--- src/rtl/fir_out_decimator_pkg.sv ---
// Shared widths and the round-half-up / clamp helper for the FIR output decimator.
package fir_out_decimator_pkg;

    localparam int IN_W    = 20;
    localparam int OUT_W   = 12;
    localparam int DSEL_W  = 4;
    localparam int ACC_W   = IN_W + DSEL_W;
    localparam int SHIFT_W = 5;

    typedef struct packed {
        logic             sat;
        logic [OUT_W-1:0] value;
    } round_result_t;

    // One extra bit of headroom keeps the rounding bias from wrapping a full-scale sum.
    function automatic round_result_t sat_round(input logic [ACC_W-1:0]   sum,
                                                input logic [SHIFT_W-1:0] s);
        logic [ACC_W:0] bias;
        logic [ACC_W:0] rounded;
        round_result_t  res;
        bias = '0;
        if (s != '0) begin
            bias = (ACC_W+1)'(1) << (s - SHIFT_W'(1));
        end
        rounded   = ({1'b0, sum} + bias) >> s;
        res.sat   = |rounded[ACC_W:OUT_W];
        res.value = res.sat ? '1 : rounded[OUT_W-1:0];
        return res;
    endfunction

endpackage

--- src/rtl/fir_out_decimator_sync_fifo2.sv ---
// Two-entry in-order FIFO; a pop in the same cycle frees the slot for a push even when full.
module fir_out_decimator_sync_fifo2
    import fir_out_decimator_pkg::*;
#(
    parameter int W = OUT_W
) (
    input  logic         clk,
    input  logic         rst,
    input  logic         push,
    input  logic [W-1:0] push_data,
    input  logic         pop,
    output logic         full,
    output logic         empty,
    output logic [W-1:0] head
);

    logic [W-1:0] mem_q [2];
    logic [W-1:0] mem_d [2];
    logic         wr_ptr_q, wr_ptr_d;
    logic         rd_ptr_q, rd_ptr_d;
    logic [1:0]   count_q, count_d;
    logic         do_push, do_pop;

    assign full  = (count_q == 2'd2);
    assign empty = (count_q == 2'd0);
    assign head  = mem_q[rd_ptr_q];

    always_comb begin
        do_pop   = pop & ~empty;
        do_push  = push & (~full | do_pop);
        mem_d    = mem_q;
        wr_ptr_d = wr_ptr_q;
        rd_ptr_d = rd_ptr_q;
        if (do_push) begin
            mem_d[wr_ptr_q] = push_data;
            wr_ptr_d        = ~wr_ptr_q;
        end
        if (do_pop) begin
            rd_ptr_d = ~rd_ptr_q;
        end
        count_d = count_q + {1'b0, do_push} - {1'b0, do_pop};
    end

    always_ff @(posedge clk) begin
        if (rst) begin
            mem_q[0] <= '0;
            mem_q[1] <= '0;
            wr_ptr_q <= 1'b0;
            rd_ptr_q <= 1'b0;
            count_q  <= 2'd0;
        end else begin
            mem_q    <= mem_d;
            wr_ptr_q <= wr_ptr_d;
            rd_ptr_q <= rd_ptr_d;
            count_q  <= count_d;
        end
    end

endmodule

--- src/rtl/fir_out_decimator.sv ---
// Accumulate-and-dump decimator for the FIR output stream, with rounding, saturation
// and a small output FIFO so the sink can stall without stalling the filter.
module fir_out_decimator
    import fir_out_decimator_pkg::*;
(
    input  logic               clk,
    input  logic               rst,
    input  logic               in_valid,
    input  logic [IN_W-1:0]    in_data,
    input  logic [DSEL_W-1:0]  decim_sel,
    input  logic [SHIFT_W-1:0] shift,
    output logic               out_valid,
    input  logic               out_ready,
    output logic [OUT_W-1:0]   out_data,
    output logic               sat,
    output logic               ovf,
    input  logic               clear_ovf
);

    logic [ACC_W-1:0]   acc_q, acc_d;
    logic [DSEL_W-1:0]  cnt_q, cnt_d;
    logic [DSEL_W-1:0]  n_q, n_d;
    logic [SHIFT_W-1:0] s_q, s_d;
    logic [ACC_W-1:0]   sum_q, sum_d;
    logic               dump_q, dump_d;
    logic               ovf_q, ovf_d;

    logic [DSEL_W-1:0]  frame_last;
    logic [ACC_W-1:0]   acc_next;
    round_result_t      rr;
    logic               push, pop, fifo_full, fifo_empty;
    logic [OUT_W-1:0]   fifo_head;

    // The first sample of a frame sees the live config; later samples use the latched copy.
    always_comb begin
        acc_d      = acc_q;
        cnt_d      = cnt_q;
        n_d        = n_q;
        s_d        = s_q;
        sum_d      = sum_q;
        dump_d     = 1'b0;
        frame_last = (cnt_q == '0) ? decim_sel : n_q;
        acc_next   = acc_q + ACC_W'(in_data);
        if (in_valid) begin
            if (cnt_q == '0) begin
                n_d = decim_sel;
                s_d = shift;
            end
            if (cnt_q == frame_last) begin
                sum_d  = acc_next;
                dump_d = 1'b1;
                acc_d  = '0;
                cnt_d  = '0;
            end else begin
                acc_d = acc_next;
                cnt_d = cnt_q + DSEL_W'(1);
            end
        end
    end

    always_comb begin
        rr    = sat_round(sum_q, s_q);
        push  = dump_q;
        sat   = dump_q & rr.sat;
        pop   = out_ready & ~fifo_empty;
        ovf_d = ovf_q;
        if (push && fifo_full && !pop) begin
            ovf_d = 1'b1;
        end else if (clear_ovf) begin
            ovf_d = 1'b0;
        end
    end

    always_ff @(posedge clk) begin
        if (rst) begin
            acc_q  <= '0;
            cnt_q  <= '0;
            n_q    <= '0;
            s_q    <= '0;
            sum_q  <= '0;
            dump_q <= 1'b0;
            ovf_q  <= 1'b0;
        end else begin
            acc_q  <= acc_d;
            cnt_q  <= cnt_d;
            n_q    <= n_d;
            s_q    <= s_d;
            sum_q  <= sum_d;
            dump_q <= dump_d;
            ovf_q  <= ovf_d;
        end
    end

    fir_out_decimator_sync_fifo2 #(.W(OUT_W)) u_fifo (
        .clk       (clk),
        .rst       (rst),
        .push      (push),
        .push_data (rr.value),
        .pop       (pop),
        .full      (fifo_full),
        .empty     (fifo_empty),
        .head      (fifo_head)
    );

    assign out_valid = ~fifo_empty;
    assign out_data  = fifo_empty ? '0 : fifo_head;
    assign ovf       = ovf_q;

endmodule

--- config.mk ---
export PLATFORM = sky130hd
export DESIGN_NAME = fir_out_decimator
export DESIGN_NICKNAME = d
export VERILOG_FILES = /design/src/rtl/fir_out_decimator_pkg.sv /design/src/rtl/fir_out_decimator_sync_fifo2.sv /design/src/rtl/fir_out_decimator.sv
export SDC_FILE = /design/constraint.sdc
export NUM_CORES = 1
export LEC_CHECK = 0
export ABC_AREA = 1
export CAP_MARGIN = 10
export CORE_MARGIN = 2
export CORE_UTILIZATION = 45
export DETAILED_ROUTE_END_ITERATION = 10
export HOLD_SLACK_MARGIN = 0.15
export MAX_ROUTING_LAYER = met4
export PLACE_DENSITY_LB_ADDON = 0.08
export REMOVE_ABC_BUFFERS = 1
export SLEW_MARGIN = 5
export SYNTH_ARGS = -nofsm -noshare
export SYNTH_HDL_FRONTEND = slang
export SYNTH_HIERARCHICAL = 1
export SYNTH_SLANG_ARGS = --single-unit
--- constraint.sdc ---
create_clock -name clk -period 3.9 [get_ports clk]
set_input_delay 0.78 -clock clk [delete_from_list [all_inputs] [get_ports clk]]
set_output_delay 0.78 -clock clk [all_outputs]
set_load 0.005 [all_outputs]
==> results of run 1 <==
==> power by group <==
group / internal [mW] / total (mW) / switching (mW)
Clock: 0.514 / 0.933 / 0.419
Sequential: 1.00 / 1.06 / 0.0546
Combinational: 0.601 / 1.51 / 0.908
Total: 2.12 / 3.50 / 1.38
==> per-layer routing <==
| metal | up-vias | global-route usage | wire [um] |
|---|---|---|---|
| met5 | - | - | 0 |
| li1 | 4755 | - | - |
| met2 | 231 | 0.4362 | 12320 |
| met3 | 48 | 0.03091 | 1257 |
| met4 | 0 | 0.08789 | 637 |
| met1 | 4223 | 0.3515 | 11880 |
==> what timing repair did <==
action,4_1_cts,5_1_grt
setup endpoints to repair,25,25
setup buffers,29,4
cloned,0,0
resized for setup,177,82
pin swaps,71,63
==> kinds of logic (layout without fill, tap and decap cells) <==
| family | count (synthesis) | count (layout) | share of synthesized area |
|---|---|---|---|
| flops | 91 | 91 | 0.2169 |
| fa+ha+maj | 50 | 50 | 0.07628 |
| simple gates | 748 | 748 | 0.4106 |
| xor+xnor | 31 | 31 | 0.03233 |
| compound gates | 203 | 203 | 0.1326 |
| mux | 1 | 1 | 0.001192 |
| buf+inv | 270 | 424 | 0.1301 |
==> placed cells by master (no fill, tap or decap), types with 3 or more instances in the layout <==
master	synthesis	routed
clkbuf_16	0	9
ha_1	48	29
o22ai_1	3	3
o211ai_1	7	7
a2bb2oi_1	5	5
clkdlybuf4s50_1	0	47
nand2_4	1	14
ha_2	0	3
nand2_1	377	320
nor3_4	0	3
ha_4	0	16
nand4_1	38	38
buf_4	1	136
nor2_2	25	39
nor2_1	121	88
inv_2	25	37
o21ai_1	5	7
nand3_1	98	56
xnor2_1	14	13
nor3_2	0	3
or2_2	5	5
xor2_1	17	17
a31oi_1	7	6
buf_6	3	4
nand3b_1	4	4
a21oi_1	87	75
dfxtp_1	91	89
a21oi_4	0	4
nor2_4	6	25
nor3_1	10	4
inv_6	0	3
o21ai_0	73	68
a21oi_2	0	8
nand3_4	2	5
a211oi_1	5	5
nand3_2	16	55
nand2_2	38	82
nor4_1	3	3
inv_1	190	179
==> critical path, delay by kind of cell, from the launching register on <==
kind,cells,cell delay [ns]
fa+ha+maj,2,0.52
simple gates,22,1.91
flops,1,0.34
buf+inv,4,0.45
==> layout make-up <==
class                   count  area (sq um)  area share
well taps                 229         286.5     0.02539
clock inverters             7         91.34    0.008092
multi-input cells        1033          6476      0.5738
inverters                 219         827.0     0.07327
flip-flops and latches     91          1824      0.1616
repair buffers            189          1556      0.1379
clock buffers               9         225.2     0.01995
==> state kept, by name, indices dropped and copies added, names as in the netlist, 2 cells and up <==
name	cells
acc_q	24
cnt_q	4
n_q	4
s_q	5
sum_q	24
u_fifo/count_q	2
u_fifo/mem_q	24
==> metrics by stage <==
stage	cell area [sq um]	power [mW]	utilization	setup TNS [ns]	worst slack (ns)
after global routing	11290	3.709	0.6220	-4.926	-0.6017
final	11290	3.501	0.6220	-1.613	-0.4172
after CTS	10980	3.448	0.6052	-1.514	-0.3371
after floorplan	8128	1.919	-	-6.189	-0.6425
after global placement	9731	2.374	0.5362	-0.9762	-0.5755
after detailed placement	9731	2.374	0.5362	-1.384	-0.5973
==> worst max path at each step <==
stage	from	to	slack (ns)	cells past startpoint
after detailed placement	s_q[0]$_SDFFE_PP0P_	sat	-0.60	26
after global routing	s_q[1]$_SDFFE_PP0P_	sat	-0.60	28
after global placement	s_q[0]$_SDFFE_PP0P_	sat	-0.58	26
final	s_q[0]$_SDFFE_PP0P_	sat	-0.42	28
after floorplan	s_q[0]$_SDFFE_PP0P_	sat	-0.64	25
after CTS	s_q[1]$_SDFFE_PP0P_	sat	-0.34	25
==> results.toml, run 1 <==
[logic_synthesis]
yosysTopAreaCell = "dfxtp_1"
synth_flop_cell = "dfxtp_1"
yosysSeqAreaShare = 0.2169
netlist_area_sq_um = 8398
yosys_warnings = 6
async_flop_share = 0
postSynthAreaPerCell_sq_um = 6.024
synth_edf_count = 0
synth_common_cells = "377 x nand2_1, 190 x inv_1, 121 x nor2_1"
ys_ff_latch = 91
syn-instance-count = 1394
synth.top_cell.area_share = 0.2169
synth.most_common_cell = "nand2_1"
synthTopCellsByArea = "dfxtp_1 22%, nand2_1 17%, inv_1 8.5%"
ys_types = 50

[route]
vias = 9257
postRouteWirelength_mm = 26.10
ant_nets = 0
drc = 0
drtPass1Iterations = 5
drt_iter0_drc = 561
wire_per_inst_um = 14.69
via_per_inst = 5.209

[clocking]
clkTransAtPathRegs_ns = 0.08
clk_path_buf_depth = 2
cts_root_buffer = "clkbuf_16"
cts_buffers = 9
cts-hold-fix-buffers = 0
numClockSinks = 91
clk_latency_ns = 0.35
cts_tree = "built"
cts_max_level = 3

[sta]
post-route-worst-setup-slack_ns = -0.4172
min_period_over_period = 1.107
final.setup_skew_ns = 0.01262
rsz0062_at_grt = "true"
fmax_mhz = 231.6
post-route-min-period_ns = 4.317
timing.hold.ws_ns = 0.4581
slew_violations = 0
worst_pin_slew_ns = 1.034
slew_headroom = 0.3083
setup_violations = 9
finalHoldViolCount = 0

[critical_path]
rr_startpoint = "s_q[0]$_SDFFE_PP0P_"
cp_common_cell = "nand2_2"
timing.rr.end = "u_fifo/mem_q[16]$_SDFFE_PP0P_"
critPathSlowestCell = "fa_2"
cpPeakStageDelay_ns = 0.35
path_class = "flip-flop to output pin"
cp_max_fo = 6
r2r_cells = 30
cp-start-kind = "flip-flop"
crit_required_ns = 3.12
arrival_ns = 3.54
regToRegSetupSlack_ns = -0.28
setup.worst_path.end_class = "output pin"

[global_routing]
grt_max_degree = 38
overflow = 0
track_usage = 0.2689
antenna_found_initial = 0
grt_pass1_vias = 8756
grt_pass1_wl_mm = 42.28

[pwr]
power_leakage_nw = 5.478
powerDensity_nw_per_um2 = 310.2
ir_drop_uv = 220.9

[hold_path]
hold_end = "n_q[2]$_SDFFE_PP0P_"
min_path_type = "flip-flop to flip-flop"
min_path_cells = 2
min_from = "n_q[2]$_SDFFE_PP0P_"

[outcome]
violations = "negative setup slack"
outcome = "complete, but fails checks"

[die]
io_pins = 49
chipWidth_um = 140.6
fp-row-count = 49
coreArea_sq_um = 18150
die_area_sq_um = 19770
initial_core_util = 0.4628
fp.dieH_um = 140.6

[placement]
gp_congestion = 0.9571
dp_cells = 1731
hpwl_mm = 19.50
port_buffers = 48

[final_layout]
diodes = 0
final_nets = 1627
drive_gt1_frac = 0.3030
area_delta_synth_final_pct = 34.40
stdcell_count = 1777
fillCellCount = 1725

[job]
cap_violations = 0
(Power assumes the default switching activity.)
==> inputs of run 2 (changes only) <==
clock period = 3.55 ns   (was 3.9 ns; I/O delays follow)
==> run 2 against run 1 <==
Compared with the run above: the flow still finishes with violations (negative setup slack); global-route usage rose by 0.52 points; worst setup slack lost 0.30 ns; critical path depth grew 1; cell count is 0.11% higher; non-clock buffer count grew 3; clock power is 4.4% higher; critical endpoint unchanged; highest routed layer unchanged.
==> results.toml, run 2 (synthesis results as in run 1) <==
[global_routing]
overflow = 0
grt_max_degree = 34
track_usage = 0.2741
antenna_found_initial = 0
grt_pass1_vias = 8878
grt_pass1_wl_mm = 43.24

[critical_path]
cp_max_fo = 6
arrival_ns = 3.56
critPathSlowestCell = "dfxtp_2"
path_class = "flip-flop to output pin"
cp-start-kind = "flip-flop"
setup.worst_path.end_class = "output pin"
crit_required_ns = 2.84
cp_common_cell = "nand2_2"
cpPeakStageDelay_ns = 0.33

[clocking]
numClockSinks = 91
cts_tree = "built"
clk_path_buf_depth = 2
clkTransAtPathRegs_ns = 0.07
cts_max_level = 3
cts-hold-fix-buffers = 0
clk_latency_ns = 0.36
cts_buffers = 9
cts_root_buffer = "clkbuf_16"

[final_layout]
final_nets = 1630
reg_top3 = "acc_q x24, sum_q x24, u_fifo/mem_q x24"
multiInputGateArea_sq_um = 6266
drive_gt1_frac = 0.2897
area_delta_synth_final_pct = 32.84
regArea_sq_um = 1826
final_common_cell = "nand2_1"
layout_common_cells = "335 x nand2_1, 171 x inv_1, 128 x buf_4"
fillCellCount = 1780
stdcell_count = 1779
diodes = 0

[route]
ant_nets = 0
drc = 0
vias = 9290
postRouteWirelength_mm = 25.96
wire_per_inst_um = 14.59
drt_iter0_drc = 526
drtPass1Iterations = 6
via_per_inst = 5.222

[pwr]
powerDensity_nw_per_um2 = 348.4
p_total_mw = 3.886
ir_drop_uv = 253.2
power_leakage_nw = 5.401

[placement]
port_buffers = 48
gp_congestion = 0.9223
dp_cells = 1735
preCtsSetupSlack_ns = -0.9065
hpwl_mm = 19.75

[sta]
rsz0062_at_grt = "true"
post-route-worst-setup-slack_ns = -0.7199
min_period_over_period = 1.203
slew_headroom = 0.3178
finalHoldViolCount = 0
slew_violations = 0
post-route-min-period_ns = 4.270
setup_violations = 25
worst_pin_slew_ns = 1.020
final.setup_skew_ns = 0.01253
fmax_mhz = 234.2

[die]
io_pins = 49
chipWidth_um = 140.6
die_area_sq_um = 19770
initial_core_util = 0.4628
fp.dieH_um = 140.6
fp-row-count = 49
coreArea_sq_um = 18150

[outcome]
outcome = "complete, but fails checks"
violations = "negative setup slack"

[hold_path]
min_path_type = "flip-flop to flip-flop"

[job]
cap_violations = 0
[run 2: changes by cell type in the layout (fill, tap and decap cells not counted), moves of 8 or more]
cell	before	now
nand2_2	82	65
nand2_1	320	335
nand3_1	56	66
buf_4	136	128
buf_6	4	12
inv_1	179	171
nand3_2	55	47
[run 2: path summary, 6_finish.rpt]
path	cells after the start	from	endpoint	slack (ns)
max	29	s_q[0]$_SDFFE_PP0P_	sat	-0.72
min	2	n_q[1]$_SDFFE_PP0P_	n_q[1]$_SDFFE_PP0P_	0.46
max reg2reg	32	s_q[0]$_SDFFE_PP0P_	u_fifo/mem_q[19]$_SDFFE_PP0P_	-0.52
min reg2reg	2	n_q[1]$_SDFFE_PP0P_	n_q[1]$_SDFFE_PP0P_	0.46
[run 2: where the power goes]
part	leakage, nW	total (mW)	internal, mW	switching, mW
clock	0.136	0.974	0.547	0.427
sequential	0.742	1.16	1.10	0.0599
combinational	4.52	1.75	0.722	1.03
[run 2: critical path: cells and delay by family, from the launching register on]
family	cells	cell delay, ns
adders and majority gates	1	0.28
DFF	1	0.33
and+or+nand+nor	21	1.81
AOI/OAI and AO/OA	1	0.18
buffers and inverters	6	0.62
[run 2: per-stage QoR]
| stage | utilization | area [sq um] | setup TNS [ns] | hold slack (ns) |
|---|---|---|---|---|
| global route | 0.6147 | 11160 | -15.76 | 0.4894 |
| global placement | 0.5379 | 9761 | -10.46 | 0.4477 |
| floorplan | - | 8128 | -14.87 | 0.4318 |
| finish | 0.6147 | 11160 | -8.631 | 0.4585 |
| detailed placement | 0.5379 | 9761 | -11.43 | 0.4512 |
| CTS | 0.5999 | 10890 | -9.202 | 0.4625 |
[run 2: area by class of cell]
cell class | count | share of cell area
repair buffers | 192 | 0.1483
well taps | 229 | 0.02568
clock inverters | 5 | 0.005608
inverters | 219 | 0.07459
multi-input cells | 1033 | 0.5617
flip-flops and latches | 91 | 0.1636
clock buffers | 10 | 0.02052
[run 2: metal layers]
metal  vias up  wire length [um]  share of wire  global-route usage
met3        41              1076          0.041             0.02853
met5         -                 0              0                   -
met4         0               602          0.023             0.08474
met2       230             12280           0.47              0.4516
met1      4249             12000           0.46              0.3564
li1       4770                 -              -                   -
[run 2: repair_timing]
item / in CTS / in global routing
setup endpoints to repair: 25 / 25
pin swaps: 58 / 48
gates resized for setup: 170 / 68
setup buffers: 29 / 5
gates cloned: 1 / 0
